## config.mk

```make
export PLATFORM = sky130hd
export DESIGN_NAME = fb_pixel_writer
export DESIGN_NICKNAME = d
export VERILOG_FILES = /design/src/rtl/fb_pixel_writer.sv
export SDC_FILE = /design/constraint.sdc
export NUM_CORES = 1
export LEC_CHECK = 0
export ABC_AREA = 1
export CAP_MARGIN = 5
export CORE_ASPECT_RATIO = 0.9
export CORE_MARGIN = 10
export CORE_UTILIZATION = 50
export CTS_CLUSTER_SIZE = 40
export DETAILED_ROUTE_END_ITERATION = 8
export PLACE_DENSITY = 0.75
export SYNTH_ARGS = -nofsm -noshare
export SYNTH_HDL_FRONTEND = slang
export SYNTH_SLANG_ARGS = --single-unit
```

## constraint.sdc

```tcl
create_clock -name clk -period 4.2 [get_ports clk]
set_input_delay 1.26 -clock clk [delete_from_list [all_inputs] [get_ports clk]]
set_output_delay 1.26 -clock clk [all_outputs]
set_load 0.05 [all_outputs]
```

## src/rtl/fb_pixel_writer.sv

```systemverilog
// fb_pixel_writer: launches one drawer pass, captures its pixels into a FIFO and writes them to the frame buffer.
// Latency: a pixel captured in cycle C is presented as mem_we/mem_addr/mem_data in cycle C+1 when the FIFO was empty.
// Backpressure: mem_ready=0 holds the head write; the drawer cannot stall, so a full FIFO drops pixels and sets overflow.
// Optional feature macro: PIXEL_CLIP_EN (drop pixels outside H_RES x V_RES).

// fb_pixel_fifo: generic synchronous FIFO; pointers carry one extra wrap bit to tell full from empty.
// Latency: a pushed entry is visible at the head on the next cycle.
// Backpressure: a push is refused only when full with no same-cycle pop.
module fb_pixel_fifo #(
  parameter int W     = 24,
  parameter int DEPTH = 16
) (
  input  logic         clk,
  input  logic         reset_n,
  input  logic         push_i,
  input  logic [W-1:0] push_dat_i,
  input  logic         pop_i,
  output logic [W-1:0] head_dat_o,
  output logic         empty_o,
  output logic         full_o,
  output logic         push_ok_o
);
  localparam int PW = $clog2(DEPTH);

  logic [PW:0]  wr_ptr_q, wr_ptr_d, rd_ptr_q, rd_ptr_d;
  logic [W-1:0] mem_q [DEPTH];
  logic         do_pop;

  assign empty_o    = (wr_ptr_q == rd_ptr_q);
  assign full_o     = (wr_ptr_q[PW] != rd_ptr_q[PW]) && (wr_ptr_q[PW-1:0] == rd_ptr_q[PW-1:0]);
  assign do_pop     = pop_i && !empty_o;
  // A pop frees the head slot in the same cycle, so a push at full is still taken.
  assign push_ok_o  = push_i && (!full_o || do_pop);
  assign head_dat_o = mem_q[rd_ptr_q[PW-1:0]];
  assign wr_ptr_d   = wr_ptr_q + {{PW{1'b0}}, push_ok_o};
  assign rd_ptr_d   = rd_ptr_q + {{PW{1'b0}}, do_pop};

  // Pointer update; wrap modulo DEPTH falls out of the index slice.
  always_ff @(posedge clk or negedge reset_n) begin
    if (!reset_n) begin
      wr_ptr_q <= '0;
      rd_ptr_q <= '0;
    end else begin
      wr_ptr_q <= wr_ptr_d;
      rd_ptr_q <= rd_ptr_d;
    end
  end

  // Entry storage; contents are only meaningful between the pointers, so no reset.
  always_ff @(posedge clk) begin
    if (push_ok_o) mem_q[wr_ptr_q[PW-1:0]] <= push_dat_i;
  end
endmodule

module fb_pixel_writer #(
  parameter int         H_RES       = 320,
  parameter int         V_RES       = 240,
  parameter int         ADDR_W      = 17,
  parameter int         FIFO_DEPTH  = 16,
  parameter logic [6:0] TRANSPARENT = 7'h7F
) (
  input  logic              clk,
  input  logic              reset_n,
  input  logic              start,
  output logic              done,
  output logic              draw_start,
  input  logic              draw_done,
  input  logic [8:0]        X_in,
  input  logic [7:0]        Y_in,
  input  logic [6:0]        color_in,
  output logic [ADDR_W-1:0] mem_addr,
  output logic [6:0]        mem_data,
  output logic              mem_we,
  input  logic              mem_ready,
  output logic              overflow
);
  localparam int ENT_W = ADDR_W + 7;

  localparam logic [2:0] S_IDLE    = 3'd0;
  localparam logic [2:0] S_LAUNCH  = 3'd1;
  localparam logic [2:0] S_CAPTURE = 3'd2;
  localparam logic [2:0] S_DRAIN   = 3'd3;
  localparam logic [2:0] S_FINISH  = 3'd4;

  logic [2:0]        state_q, state_d;
  logic              overflow_q, overflow_d;
  logic              pix_vld, pix_keep, push, push_ok, pop;
  logic              fifo_empty, fifo_full;
  logic [ADDR_W-1:0] pix_addr;
  logic [ENT_W-1:0]  head_dat;

  // Every CAPTURE cycle without draw_done carries a pixel; the draw_done cycle's inputs are ignored.
  assign pix_vld  = (state_q == S_CAPTURE) && !draw_done;
  // Product formed at address width, so out-of-range coordinates alias rather than grow the bus.
  assign pix_addr = ADDR_W'(Y_in) * ADDR_W'(H_RES) + ADDR_W'(X_in);

`ifdef PIXEL_CLIP_EN
  logic pix_in_bounds;
  assign pix_in_bounds = (int'(X_in) < H_RES) && (int'(Y_in) < V_RES);
  assign pix_keep      = (color_in != TRANSPARENT) && pix_in_bounds;
`else
  assign pix_keep      = (color_in != TRANSPARENT);
`endif

  assign push = pix_vld && pix_keep;
  assign pop  = mem_we && mem_ready;

  fb_pixel_fifo #(
    .W     (ENT_W),
    .DEPTH (FIFO_DEPTH)
  ) u_fifo (
    .clk        (clk),
    .reset_n    (reset_n),
    .push_i     (push),
    .push_dat_i ({pix_addr, color_in}),
    .pop_i      (pop),
    .head_dat_o (head_dat),
    .empty_o    (fifo_empty),
    .full_o     (fifo_full),
    .push_ok_o  (push_ok)
  );

  // Head entry drives the write port; bus reads zero while idle.
  assign mem_we     = !fifo_empty;
  assign mem_addr   = mem_we ? head_dat[ENT_W-1:7] : '0;
  assign mem_data   = mem_we ? head_dat[6:0] : '0;
  assign draw_start = (state_q == S_LAUNCH);
  assign done       = (state_q == S_FINISH);
  assign overflow   = overflow_q;

  // Pass sequencing plus the sticky overflow flag (cleared when a new pass is accepted).
  always_comb begin
    state_d    = state_q;
    overflow_d = overflow_q;
    case (state_q)
      S_IDLE: begin
        if (start) begin
          state_d    = S_LAUNCH;
          overflow_d = 1'b0;
        end
      end
      S_LAUNCH:  state_d = S_CAPTURE;
      S_CAPTURE: if (draw_done) state_d = S_DRAIN;
      S_DRAIN:   if (fifo_empty) state_d = S_FINISH;
      S_FINISH:  state_d = S_IDLE;
      default:   state_d = S_IDLE;
    endcase
    if (push && !push_ok) overflow_d = 1'b1;
  end

  // State and flag registers.
  always_ff @(posedge clk or negedge reset_n) begin
    if (!reset_n) begin
      state_q    <= S_IDLE;
      overflow_q <= 1'b0;
    end else begin
      state_q    <= state_d;
      overflow_q <= overflow_d;
    end
  end
endmodule

```

==> metrics.yaml <==
clock_network:
  cts_root_buf: "clkbuf_16"
  cts_setup_buffers: 0
  cts_max_path_buffers: 3
  clkTransAtPathRegs_ps: 60
  clock_latency_ps: 530
  cts.sinks: 398
  cts_made_buffers: 39
  cts_tree: "done"
  h-tree-depth: 2
  ctsHoldBuffers: 0
logic_synthesis:
  synth_area_leader_cell: "edfxtp_1"
  synth.area.top_cells: "edfxtp_1 69%, nor2_1 7.3%, o21ai_0 4.7%, nand2_1 3.2%, o211ai_1 2.2%"
  ys_seq_area_frac: 0.710
  synthTopCellsByCount: "384 x edfxtp_1, 326 x nor2_1, 158 x o21ai_0"
  yosys_warnings: 0
  synth_fa_ha_area_frac: 0.0166
  yosysMostFrequentCell: "edfxtp_1"
  syn_area_sq_um: 16700
  synth.distinct_cells: 30
  syn-num-nets: 1461
  synth_compound_area_frac: 0.0977
  synth_top_family_by_area: "simple AND/OR/NAND/NOR gates"
  synth_mux_area_frac: 0
  synth_edf_count: 384
  synthFlopType: "edfxtp_1"
  synth_xor_area_frac: 0.00995
  ys_ff_latch: 398
  synthSimpleGateAreaFrac: 0.127
  syn_inst: 1411
  synthArstFlopShare: 0.0352
  synth_top_area_frac: 0.689
  avgSynthCellArea_sq_um: 11.9
floorplanning:
  core_area_sq_um: 32900
  initial_utilization: 0.508
  die_area_sq_um: 41200
  io_pins: 57
  rows: 63
  die_x_um: 213
  die_h_um: 194
sta:
  worst_slack_ps: 106
  finalSetupViolations: 0
  min_period_ps: 4090
  slew-limit-headroom: 0.302
  rsz0062_at_grt: "false"
  slew_violations: 0
  tightest_slew_ps: 1040
  hold_viol: 0
  fmax_ghz: 0.244
  period_share: 0.975
  clock_skew_ps: 18.1
global_route:
  grt_pass1_wl_um: 62400
  grtUsageTotal: 0.194
  grt_pass1_vias: 10900
  grt_max_degree: 107
  antenna_found_initial: 0
  overflow: 0
detailed_routing:
  routedWlPerCell_um: 20.7
  wl_um: 40500
  first_pass_iters: 5
  ant_nets: 0
  num_vias: 11200
  drc: 0
  first_iter_violations: 1369
  vias_per_cell: 5.73
critical_path:
  worstPathMaxFanout: 15
  critical_path_class: "flop to output port"
  crit_arrival_ps: 2830
  cp-end-kind: "output port"
  crit_required_ps: 2940
  start_kind: "flop"
power_and_ir_drop:
  power.density_nw_per_um2: 768
  p_leak_uw: 0.00696
  peakVddDrop_v: 0.000880
final_layout:
  nets: 1552
  antenna_cells: 0
  syn_to_final_growth_pct: 17.6
  final_util: 0.597
  drive_above_1_share: 0.116
placement:
  dp_hpwl_um: 23500
  post-place-ws_ps: -213
  routabilityCongestion: 0.797
  port_buffers: 56
hold_path:
  min_path_type: "flop to flop"
flow_run:
  cap_violations: 0
status:
  outcome: "complete, no violations"
registers in the layout, summed over array words and instances, names as in the netlist:
signal	count
u_fifo.mem_q	384
u_fifo.rd_ptr_q	5
u_fifo.wr_ptr_q	5
state_q	3
overflow	1
cell families (layout without fill, tap and decap cells):
logic type               count (synthesis)  after routing
adder cells (fa/ha/maj)                 21             21
AO/OA/AOI/OAI                          298            298
buffers and inverters                  139            257
AND/OR/NAND/NOR                        536            536
XOR/XNOR                                19             19
flip-flops                             398            398
metal layers:
layer	global-route usage	wire, um	up-vias
li1	-	-	5157
met1	0.272	17000	5408
met2	0.293	18500	535
met3	0.0399	3960	86
met4	0.0679	1060	0
met5	0	0	-
critical path, stage by stage, from the launching register on:
cell     delay, ps
dfrtp_1        550
buf_4          280
nor2_2         330
buf_12         220
nand2_1         80
nand2_1         70
inv_1           50
a21oi_1        500
buf_12         220
layout make-up:
class / count / area [sq um]
clock buffer: 47 / 1010
clock inverter: 21 / 253
fill: 2548 / 13300
inverter: 61 / 234
multi-input combinational: 874 / 4290
sequential: 398 / 11900
tap: 422 / 528
timing repair buffer: 128 / 1470
cell usage in the layout, fill, tap and decap left out, drive strengths merged, types with 12 or more instances in the layout:
cell type / n
edfxtp: 384
nor2: 326
o21ai: 218
nand2: 143
buf: 96
inv: 62
o211ai: 48
clkbuf: 47
nand3: 42
clkdlybuf4s50: 32
a21oi: 27
ha: 19
nor3: 17
dfrtp: 14
xor2: 13
clkinv: 12
per-stage QoR:
step	setup TNS [ps]	instance area [sq um]	total power, uW	instances	hold WS [ps]
floorplan	0	16700	8870	1411	465
global placement	-3970	18400	11500	1883	466
detailed placement	-7050	18400	11600	1883	480
CTS	0	19600	15100	1951	495
global route	0	19700	15900	1951	522
finish	0	19700	15100	1951	490
power breakdown:
part	internal, uW	switching, uW
Sequential	4660	192
Clock	2070	1410
Combinational	2430	4330
Total	9160	5940
timing repair:
| item | CTS | global route |
|---|---|---|
| endpoints found under the setup margin | 1 | 14 |
| gates resized for setup | 1 | 6 |
| gates cloned | 0 | 0 |
final timing paths:
path	startpoint	end	slack (ps)	depth (start not counted)
worst max-delay path	u_fifo.rd_ptr_q[2]	mem_addr[13]	110	8
worst min-delay path	overflow	overflow	490	2
worst max register to register	u_fifo.rd_ptr_q[0]	u_fifo.mem_q[10][10]	1760	6
worst min register to register	overflow	overflow	490	2
max in group asynchronous	reset_n	u_fifo.rd_ptr_q[1]	2610	1
min in group asynchronous	reset_n	u_fifo.rd_ptr_q[0]	1130	1
Power figures use the tool's default switching activity.
